[config.mk]
export PLATFORM = sky130hd
export DESIGN_NAME = gates_result_serializer
export DESIGN_NICKNAME = d
export VERILOG_FILES = /design/src/rtl/gates_pkg.sv /design/src/rtl/gates_snap_reg.sv /design/src/rtl/gates_result_serializer.sv
export SDC_FILE = /design/constraint.sdc
export NUM_CORES = 1
export LEC_CHECK = 0
export BUFFER_PORTS_ARGS = -buffer_cell sky130_fd_sc_hd__buf_2
export CAP_MARGIN = 15
export CORE_ASPECT_RATIO = 0.8
export CORE_UTILIZATION = 30
export DETAILED_ROUTE_END_ITERATION = 8
export PLACE_DENSITY_LB_ADDON = 0.3
export REMOVE_ABC_BUFFERS = 1
export SLEW_MARGIN = 20
export SYNTH_ARGS = -nofsm -noshare
export SYNTH_HDL_FRONTEND = slang
export SYNTH_HIERARCHICAL = 1
export SYNTH_SLANG_ARGS = --single-unit
[constraint.sdc]
create_clock -name clk -period 2.1 [get_ports clk]
set_input_delay 0.525 -clock clk [delete_from_list [all_inputs] [get_ports clk]]
set_output_delay 0.525 -clock clk [all_outputs]
set_load 0.03 [all_outputs]
[src/rtl/gates_pkg.sv]
// Shared types and word layout for the gates result serializer.
package gates_pkg;

  typedef enum logic [1:0] {
    IDLE = 2'd0,
    SEND = 2'd1,
    DONE = 2'd2
  } state_t;

  localparam int NWORDS = 7;
  localparam int IDX_W  = 3;

  localparam logic [IDX_W-1:0] IDX_AND  = 3'd0;
  localparam logic [IDX_W-1:0] IDX_OR   = 3'd1;
  localparam logic [IDX_W-1:0] IDX_XOR  = 3'd2;
  localparam logic [IDX_W-1:0] IDX_NOR  = 3'd3;
  localparam logic [IDX_W-1:0] IDX_NAND = 3'd4;
  localparam logic [IDX_W-1:0] IDX_MUX  = 3'd5;
  localparam logic [IDX_W-1:0] IDX_BUS  = 3'd6;

endpackage

[src/rtl/gates_snap_reg.sv]
// Capture bank for one frame of gate results; loads all words at once, reads one by index.
module gates_snap_reg
  import gates_pkg::*;
#(
  parameter int WIDTH = 4
) (
  input  logic                          clk,
  input  logic                          reset,
  input  logic                          load,
  input  logic [NWORDS-1:0][WIDTH-1:0]  din,
  input  logic [IDX_W-1:0]              ridx,
  output logic [WIDTH-1:0]              dout
);

  logic [NWORDS-1:0][WIDTH-1:0] q;

  generate
    for (genvar i = 0; i < NWORDS; i++) begin : g_word
      always_ff @(posedge clk) begin
        if (reset)     q[i] <= '0;
        else if (load) q[i] <= din[i];
      end
    end
  endgenerate

  // Index 7 is never reached by the counter; return zero rather than alias.
  always_comb begin
    dout = '0;
    if (ridx < IDX_W'(NWORDS)) dout = q[ridx];
  end

endmodule

[src/rtl/gates_result_serializer.sv]
// Snapshots the seven gate results on start and streams them as words over valid/ready.
module gates_result_serializer
  import gates_pkg::*;
#(
  parameter int WIDTH = 4
) (
  input  logic             clk,
  input  logic             reset,
  input  logic             start,
  input  logic [WIDTH-1:0] y1,
  input  logic [WIDTH-1:0] y2,
  input  logic [WIDTH-1:0] y3,
  input  logic [WIDTH-1:0] y4,
  input  logic [WIDTH-1:0] y5,
  input  logic [WIDTH-1:0] y6,
  input  logic [WIDTH-1:0] y7,
  input  logic             s,
  input  logic             out_ready,
  output logic             out_valid,
  output logic [WIDTH-1:0] out_data,
  output logic [IDX_W-1:0] out_idx,
  output logic             out_zflag,
  output logic             out_last,
  output logic             busy,
  output logic             done
);

  state_t                       state, state_n;
  logic [IDX_W-1:0]             idx, idx_n;
  logic                         zflag, zflag_n;
  logic                         load;
  logic [NWORDS-1:0][WIDTH-1:0] din;
  logic [WIDTH-1:0]             rdata;

  // s is the only validity qualifier for the bus; an undriven bus is captured as zero.
  always_comb begin
    din           = '0;
    din[IDX_AND]  = y1;
    din[IDX_OR]   = y2;
    din[IDX_XOR]  = y3;
    din[IDX_NOR]  = y4;
    din[IDX_NAND] = y5;
    din[IDX_MUX]  = y6;
    din[IDX_BUS]  = s ? y7 : '0;
  end

  gates_snap_reg #(.WIDTH(WIDTH)) u_snap (
    .clk   (clk),
    .reset (reset),
    .load  (load),
    .din   (din),
    .ridx  (idx),
    .dout  (rdata)
  );

  always_ff @(posedge clk) begin
    if (reset) begin
      state <= IDLE;
      idx   <= '0;
      zflag <= 1'b0;
    end else begin
      state <= state_n;
      idx   <= idx_n;
      zflag <= zflag_n;
    end
  end

  always_comb begin
    state_n = state;
    idx_n   = idx;
    zflag_n = zflag;
    load    = 1'b0;
    case (state)
      IDLE: begin
        if (start) begin
          state_n = SEND;
          idx_n   = '0;
          zflag_n = ~s;
          load    = 1'b1;
        end
      end
      SEND: begin
        if (out_ready) begin
          if (idx == IDX_BUS) begin
            state_n = DONE;
            idx_n   = '0;
          end else begin
            idx_n = idx + 3'd1;
          end
        end
      end
      DONE:    state_n = IDLE;
      default: state_n = IDLE;
    endcase
  end

  // Everything below depends only on state and registers, so it holds while stalled.
  assign out_valid = (state == SEND);
  assign out_data  = out_valid ? rdata : '0;
  assign out_idx   = idx;
  assign out_last  = out_valid && (idx == IDX_BUS);
  assign out_zflag = out_last && zflag;
  assign busy      = (state != IDLE);
  assign done      = (state == DONE);

endmodule
==> impl_metrics.yaml, run 1 <==
timing:
  min_period_ns: 2.067
  finalHoldViolations: 0
  rsz0062_at_grt: "yes"
  skew_ns: 0.007891
  slew_headroom: 0.7331
  max_freq_mhz: 483.7
  finalCritPeriodShare: 0.9845
  worstMarginPinSlew_ns: 0.4003
  finalMaxSlewViolations: 0
  setup_violations: 0
cts:
  clock_sinks: 34
  ctsHtreeMaxLevel: 2
  cts_buffers: 5
  cts-root-buf: "clkbuf_8"
  ctsHoldBuffers: 0
  cts_buffer_depth: 2
  clk_pin_slew_ns: 0.06
  cts_tree: "yes"
  clock_latency_ns: 0.29
yosys:
  synth_top_area_frac: 0.4311
  yosys-top-cells-area: "dfxtp_1 43%, mux2i_1 25%, nor2_1 7.1%, and2_1 3.6%, o221a_1 2.9%"
  synth_area_sq_um: 1579
  synth-main-ff-cell: "dfxtp_1"
  synth_cell_types: 27
  yosysWarnings: 6
  ys_seq_area_frac: 0.4311
  synth_edf_count: 0
  async_flop_share: 0
  post-synth-top-count-cell: "mux2i_1"
  syn-mean-instance-area_sq_um: 9.687
  synth_largest_area_cell: "dfxtp_1"
  ys_ff_latch: 34
  synth_common_cells: "40 x mux2i_1, 34 x dfxtp_1, 30 x nor2_1, 9 x and2_1, 6 x inv_1"
  synthCells: 163
detailed_routing:
  dr.pass1.iters: 4
  drtIter0Drc: 47
  drc: 0
  viasPerCell: 4.681
  drtAntennaViolNets: 0
  routed_wl_microns: 3486
  dr_total_vias: 1292
  wl_per_cell_microns: 12.63
worst_setup_path:
  crit_fanout: 8
  r2r-end: "out_idx[2]"
  cp.required_ns: 1.57
  r2r_start: "out_idx[1]"
  critPathCaptureType: "primary output"
  cp_slowest_cell: "dfxtp_4"
  max_stage_delay_ns: 0.38
  crit_type: "flip-flop to primary output"
  crit_chain: "nand2b_4 > o221a_1 > a221oi_2 > and2_1 > buf_6"
  start_kind: "flip-flop"
  worstPathArrival_ns: 1.54
  r2r_slack_ns: 0.74
  r2r_cells: 4
placed_design:
  place_area_sq_um: 1893
  io_buffers: 44
  dp.final_hpwl_microns: 2532
  place.gp.congestion: 0.7098
layout:
  syn_to_final_growth_pct: 31.38
  fin_area_sq_um: 2074
  n_antenna_cell: 0
  final_nets: 246
  drive_gt1_frac: 0.3458
power_and_ir_drop:
  p_leak_nw: 0.8743
  switchingPower_uw: 357.0
  p_int_mw: 1.052
  pwr-share-comb: 0.154
  clkPwrFrac: 0.348
  p_total_mw: 1.409
  power_density_nw_per_um2: 679.2
  switching_share: 0.2534
  seqPwrFrac: 0.498
  ir_worst_vdd_v: 0.0003866
grt:
  overflow: 0
  antenna_found_initial: 0
  grt_pass1_wl_microns: 5471
  grt_pass1_vias: 1184
  grt_use_total: 0.1279
  grt_max_degree: 31
floorplanning:
  start_util: 0.3135
  ios: 45
  die_y_microns: 66.89
  die_area_sq_um: 5559
  rows: 23
  core_area_sq_um: 5036
  die-width_microns: 83.11
run_status:
  status: "finished clean"
min_path:
  min_from: "s"
  holdPathEnd: "zflag"
  min_path_cells: 2
  hold_class: "input pin to flip-flop"
job:
  maxCapViolCount: 0
==> state kept, by name, indices dropped and copies added (netlist names) <==
name,flops
u_snap/q,28
zflag,1
out_idx,3
state,2
==> area by class of cell <==
type	count	area (sq um)
Fill cell	535	2962
Multi-Input combinational cell	114	874.6
Sequential cell	34	686.9
Timing Repair Buffer	52	321.6
Clock buffer	7	86.33
Tap cell	62	77.57
Inverter	6	22.52
Clock inverter	1	5.005
==> critical path, delay by kind of cell, from the launching register on <==
kind / cells / cell delay (ns)
compound gates: 2 / 0.41
simple gates: 2 / 0.34
buf+inv: 1 / 0.13
flops: 1 / 0.38
==> per-layer routing <==
metal / global-route usage / up-vias / wire, microns
met4: 0.05819 / 0 / 29
met3: 0.04461 / 5 / 212
met1: 0.1741 / 578 / 1830
met2: 0.1793 / 36 / 1413
li1: - / 673 / -
met5: 0 / - / 0
==> worst max-delay path by stage <==
stage / from / endpoint / slack (ns) / depth (start not counted)
after floorplan: start / u_snap/q[0] / -1.98 / 3
after global placement: out_idx[1] / out_data[1] / 0.14 / 5
after detailed placement: out_idx[1] / out_data[1] / 0.07 / 5
after CTS: out_idx[1] / out_data[0] / -0.005 / 5
after global routing: out_idx[1] / out_data[3] / -0.06 / 5
final: out_idx[1] / out_data[3] / 0.03 / 5
==> power groups by stage <==
stage | Sequential [mW] | Combinational [mW] | Clock, mW
after floorplan | 0.718 | 0.124 | 0
after CTS | 0.701 | 0.211 | 0.506
after global routing | 0.706 | 0.236 | 0.540
final | 0.702 | 0.216 | 0.491
after detailed placement | 0.716 | 0.204 | 0
after global placement | 0.716 | 0.202 | 0
==> cell families after synthesis <==
group | Yosys count | synth area share
AO/OA/AOI/OAI | 15 | 0.08083
buffers and inverters | 15 | 0.04833
flip-flops | 34 | 0.4311
multiplexers | 40 | 0.2536
AND/OR/NAND/NOR | 59 | 0.1862
==> cell usage in the layout (no fill, tap or decap), types with 2 or more instances in the layout <==
cell type,instances
o32ai_1,2
nand2_1,3
clkbuf_8,6
inv_1,6
dfxtp_1,31
nand3_1,2
and2_4,2
nor2_1,29
nor3_1,2
buf_6,5
nand2b_1,3
mux2i_1,40
a221oi_2,4
a21oi_1,2
dfxtp_2,2
o221a_1,4
and2_1,7
buf_4,6
buf_2,40
==> timing repair <==
| action | CTS | global route |
|---|---|---|
| pin swaps | 2 | 4 |
| resized for setup | 12 | 11 |
| setup endpoints to repair | 6 | 5 |
| buffers inserted | 1 | 0 |
==> metrics by stage <==
step / setup TNS, ns / hold WS (ns) / worst slack, ns / std cells / utilization
2_1_floorplan: -59.09 / 0.4596 / -1.979 / 154 / -
3_3_place_gp: 0 / 0.4724 / 0.1440 / 267 / 0.3759
3_5_place_dp: 0 / 0.4831 / 0.07209 / 267 / 0.3759
4_1_cts: -0.005314 / 0.4566 / -0.005314 / 276 / 0.4035
5_1_grt: -0.1639 / 0.4689 / -0.05515 / 276 / 0.4119
6_report: 0 / 0.4634 / 0.03256 / 276 / 0.4119
No activity file was read; power rests on OpenSTA's default activity.
==> run 2: changes to the inputs <==
- CORE_UTILIZATION: 30 -> 46
- MAX_ROUTING_LAYER: not set -> met4
==> impl_metrics.yaml, run 2 (synthesized netlist as in run 1, its figures left out) <==
detailed_routing:
  dr.pass1.iters: 4
  drtIter0Drc: 47
  routed_wl_microns: 3592
  wl_per_cell_microns: 14.25
  drtAntennaViolNets: 0
  dr_total_vias: 1347
  drc: 0
  viasPerCell: 5.345
timing:
  skew_ns: 0.004125
  finalMaxSlewViolations: 0
  finalCritPeriodShare: 0.9938
  finalHoldViolations: 0
  rsz0062_at_grt: "yes"
  slew_headroom: 0.6904
  whs_ns: 0.4743
  worstMarginPinSlew_ns: 0.4634
  max_freq_mhz: 479.1
  min_period_ns: 2.087
  setup_violations: 0
cts:
  ctsHoldBuffers: 0
  clock_sinks: 34
  cts_buffers: 5
  ctsHtreeMaxLevel: 2
  cts_tree: "yes"
  cts-root-buf: "clkbuf_8"
  cts_buffer_depth: 2
  clock_latency_ns: 0.28
  clk_pin_slew_ns: 0.06
power_and_ir_drop:
  power_density_nw_per_um2: 676.9
  p_leak_nw: 0.8529
  p_total_mw: 1.359
  ir_worst_vdd_v: 0.0004366
placed_design:
  place_area_sq_um: 1846
  place.gp.congestion: 0.8103
  io_buffers: 44
  dp.final_hpwl_microns: 2692
layout:
  n_antenna_cell: 0
  fillers: 278
  largest_reg_flops: 28
  multi_input_area_sq_um: 870.8
  syn_to_final_growth_pct: 27.18
  mostFrequentLayoutCell: "buf_2"
  final_cell_mix: "40 x buf_2, 39 x mux2i_1, 31 x dfxtp_1"
  fin_area_sq_um: 2008
  final_nets: 245
  drive_gt1_frac: 0.3255
  largest-register: "u_snap/q"
  regArea_sq_um: 686.9
floorplanning:
  die-width_microns: 67.51
  rows: 18
  start_util: 0.4972
  die_area_sq_um: 3673
  ios: 45
  die_y_microns: 54.41
  core_area_sq_um: 3176
grt:
  grt_use_total: 0.2178
  grt_max_degree: 22
  grt_pass1_wl_microns: 5492
  grt_pass1_vias: 1199
  overflow: 0
  antenna_found_initial: 0
worst_setup_path:
  crit_fanout: 8
  cp-endpoint: "out_data[3]"
  cp.required_ns: 1.57
  worstPathArrival_ns: 1.56
  r2r_slack_ns: 0.72
  r2r_start: "out_idx[1]"
  crit_type: "flip-flop to primary output"
  r2r_cells: 4
  start_kind: "flip-flop"
  crit_start: "out_idx[1]"
  critPathCaptureType: "primary output"
  r2r-end: "out_idx[2]"
min_path:
  min_from: "s"
  hold_class: "input pin to flip-flop"
run_status:
  status: "finished clean"
job:
  maxCapViolCount: 0
-- run 2: worst min-delay path by stage --
stage | end | depth (start not counted) | slack (ns)
after floorplan | u_snap/q[0] | 2 | 0.46
after global placement | u_snap/q[2] | 2 | 0.47
after detailed placement | u_snap/q[7] | 2 | 0.49
after CTS | zflag | 2 | 0.47
after global routing | zflag | 2 | 0.49
final | zflag | 2 | 0.47
-- run 2: routing by layer --
layer | GRT usage | wire [microns] | vias up
met5 | - | 0 | -
li1 | - | - | 668
met1 | 0.2494 | 1686 | 637
met3 | 0.07083 | 187 | 3
met2 | 0.3630 | 1694 | 39
met4 | 0.06738 | 23 | 0
-- run 2: timing repair --
item / in CTS / in global routing
pin swaps: 1 / 5
setup endpoints to repair: 6 / 5
setup buffers: 1 / 0
gates resized for setup: 10 / 11
endpoints found under the hold margin: 0 / 0
-- run 2: per-stage QoR --
stage / cells / setup WS [ns] / utilization / setup TNS [ns]
floorplan: 154 / -1.979 / - / -59.09
finish: 252 / 0.01292 / 0.6324 / 0
global route: 252 / -0.06320 / 0.6324 / -0.1680
global placement: 244 / 0.1922 / 0.5812 / 0
detailed placement: 244 / 0.1404 / 0.5812 / 0
CTS: 252 / -0.008452 / 0.6162 / -0.008452
-- run 2: layout make-up --
type	instances	share of cell area
multi-input combinational	114	0.4336
sequential	34	0.3421
timing repair buffer	51	0.1502
clock buffer	7	0.03801
tap	40	0.02492
inverter	6	0.01121
-- run 2: report_power, final --
part           switching (mW)  total [mW]  internal, mW
clock network           0.211       0.439         0.228
logic                   0.110       0.216         0.106
registers              0.0241       0.704         0.680
-- run 2: critical path: stages, from the launching register on --
cell      delay, ns
dfxtp_4        0.38
nand2b_4       0.16
o221a_1        0.27
a221oi_2       0.17
and2_1         0.17
buf_6          0.13
==> run 3: changes to the inputs <==
- clock period: 2.1 -> 2.7 ns (I/O delays scaled with it)
==> impl_metrics.yaml, run 3 (synthesized netlist as in run 1, its figures left out) <==
layout:
  fillers: 296
  final_nets: 241
  n_antenna_cell: 0
  final_cell_mix: "44 x buf_2, 40 x mux2i_1, 34 x dfxtp_1"
  largest-register: "u_snap/q"
  syn_to_final_growth_pct: 21.24
  mostFrequentLayoutCell: "buf_2"
  drive_gt1_frac: 0.2679
  largest_reg_flops: 28
power_and_ir_drop:
  p_int_uw: 806.1
  clkPwrFrac: 0.349
  seqPwrFrac: 0.511
  ir_worst_vdd_v: 0.0003079
  switchingPower_uw: 267.1
  p_leak_nw: 0.8366
  pwr-share-comb: 0.140
  switching_share: 0.2489
  p_total_mw: 1.073
  power_density_nw_per_um2: 560.6
detailed_routing:
  dr.pass1.iters: 4
  dr_total_vias: 1293
  drc: 0
  drtIter0Drc: 25
  viasPerCell: 5.193
  routed_wl_microns: 3372
  drtAntennaViolNets: 0
  wl_per_cell_microns: 13.54
worst_setup_path:
  r2r_slack_ns: 1.20
  crit_fanout: 13
  r2r_start: "out_idx[1]"
  cp.required_ns: 2.03
  r2r-end: "out_idx[2]"
  start_kind: "flip-flop"
  critPathCaptureType: "primary output"
  worstPathArrival_ns: 1.84
  r2r_cells: 3
  crit_start: "out_idx[1]"
  crit_type: "flip-flop to primary output"
cts:
  post_cts_buffers: 0
  clk_pin_slew_ns: 0.07
  cts-root-buf: "clkbuf_8"
  cts_resized: 0
  cts_tree: "yes"
  cts_buffers: 5
  ctsHoldBuffers: 0
  clock_latency_ns: 0.28
  ctsHtreeMaxLevel: 2
  cts_buffer_depth: 2
  clock_sinks: 34
grt:
  overflow: 0
  grt_use_total: 0.2097
  antenna_found_initial: 0
  grt_max_degree: 38
  grt_pass1_wl_microns: 5430
  grt_pass1_vias: 1234
min_path:
  min_from: "u_snap/q[11]"
  holdPathEnd: "u_snap/q[11]"
  min_path_cells: 2
  hold_class: "flip-flop to flip-flop"
timing:
  finalHoldViolations: 0
  skew_ns: 0.003990
  fin_ws_ns: 0.1875
  max_freq_mhz: 398.0
  min_period_ns: 2.512
  finalMaxSlewViolations: 0
  worstMarginPinSlew_ns: 0.6010
  setup_violations: 0
  finalCritPeriodShare: 0.9305
  slew_headroom: 0.5993
  rsz0062_at_grt: "no"
job:
  maxCapViolCount: 0
floorplanning:
  core_area_sq_um: 3176
  rows: 18
  die-width_microns: 67.51
  die_area_sq_um: 3673
  ios: 45
  start_util: 0.4972
  die_y_microns: 54.41
run_status:
  status: "finished clean"
placed_design:
  dp.final_hpwl_microns: 2500
  place_ws_ns: 0.4990
  io_buffers: 44
  place.gp.congestion: 0.9090
run 3: final cells by class:
| type | instances | area [sq um] | area share |
|---|---|---|---|
| clock buffers | 7 | 86.33 | 0.04510 |
| clock inverters | 1 | 5.005 | 0.002614 |
| inverters | 6 | 22.52 | 0.01176 |
| multi-input cells | 114 | 827.0 | 0.4320 |
| flip-flops and latches | 34 | 680.7 | 0.3556 |
| well taps | 40 | 50.05 | 0.02614 |
| repair buffers | 47 | 242.7 | 0.1268 |
run 3: critical path, cell delays in order, from the launching register on:
cell and delay, ns:
dfxtp_1 0.60, mux2i_1 0.17, o221a_1 0.25, a221oi_1 0.20, and2_1 0.15, buf_2 0.19
run 3: per-stage QoR:
stage	std cells	setup TNS, ns	hold WS [ns]	utilization	instance area, sq um
floorplan	154	-44.33	0.4596	-	1525
detailed placement	241	0	0.4855	0.5741	1823
global route	249	0	0.5263	0.6028	1914
global placement	241	0	0.4755	0.5741	1823
CTS	249	0	0.4990	0.6028	1914
finish	249	0	0.4959	0.6028	1914
run 3: how the worst max path moves through the flow:
stage	end	slack [ns]
floorplan	u_snap/q[0]	-1.53
global placement	out_data[2]	0.56
detailed placement	out_data[3]	0.50
CTS	out_data[3]	0.19
global route	out_data[3]	0.02
finish	out_data[3]	0.19
run 3: power by group through the flow:
stage          Combinational (mW)  Sequential (mW)  Clock, mW
2_1_floorplan              0.0963            0.558          0
3_3_place_gp                0.144            0.558          0
3_5_place_dp                0.151            0.559          0
4_1_cts                     0.151            0.548      0.386
5_1_grt                     0.167            0.552      0.412
6_report                    0.150            0.549      0.375
run 3: routing by layer:
| layer | wire length (microns) | part of all wire | vias to the layer above | global-route usage |
|---|---|---|---|---|
| met5 | 0 | 0 | - | - |
| met4 | 52 | 0.015 | 0 | 0.1028 |
| met3 | 193 | 0.057 | 7 | 0.06667 |
| met2 | 1558 | 0.46 | 37 | 0.3449 |
| met1 | 1568 | 0.47 | 589 | 0.2309 |
| li1 | - | - | 660 | - |
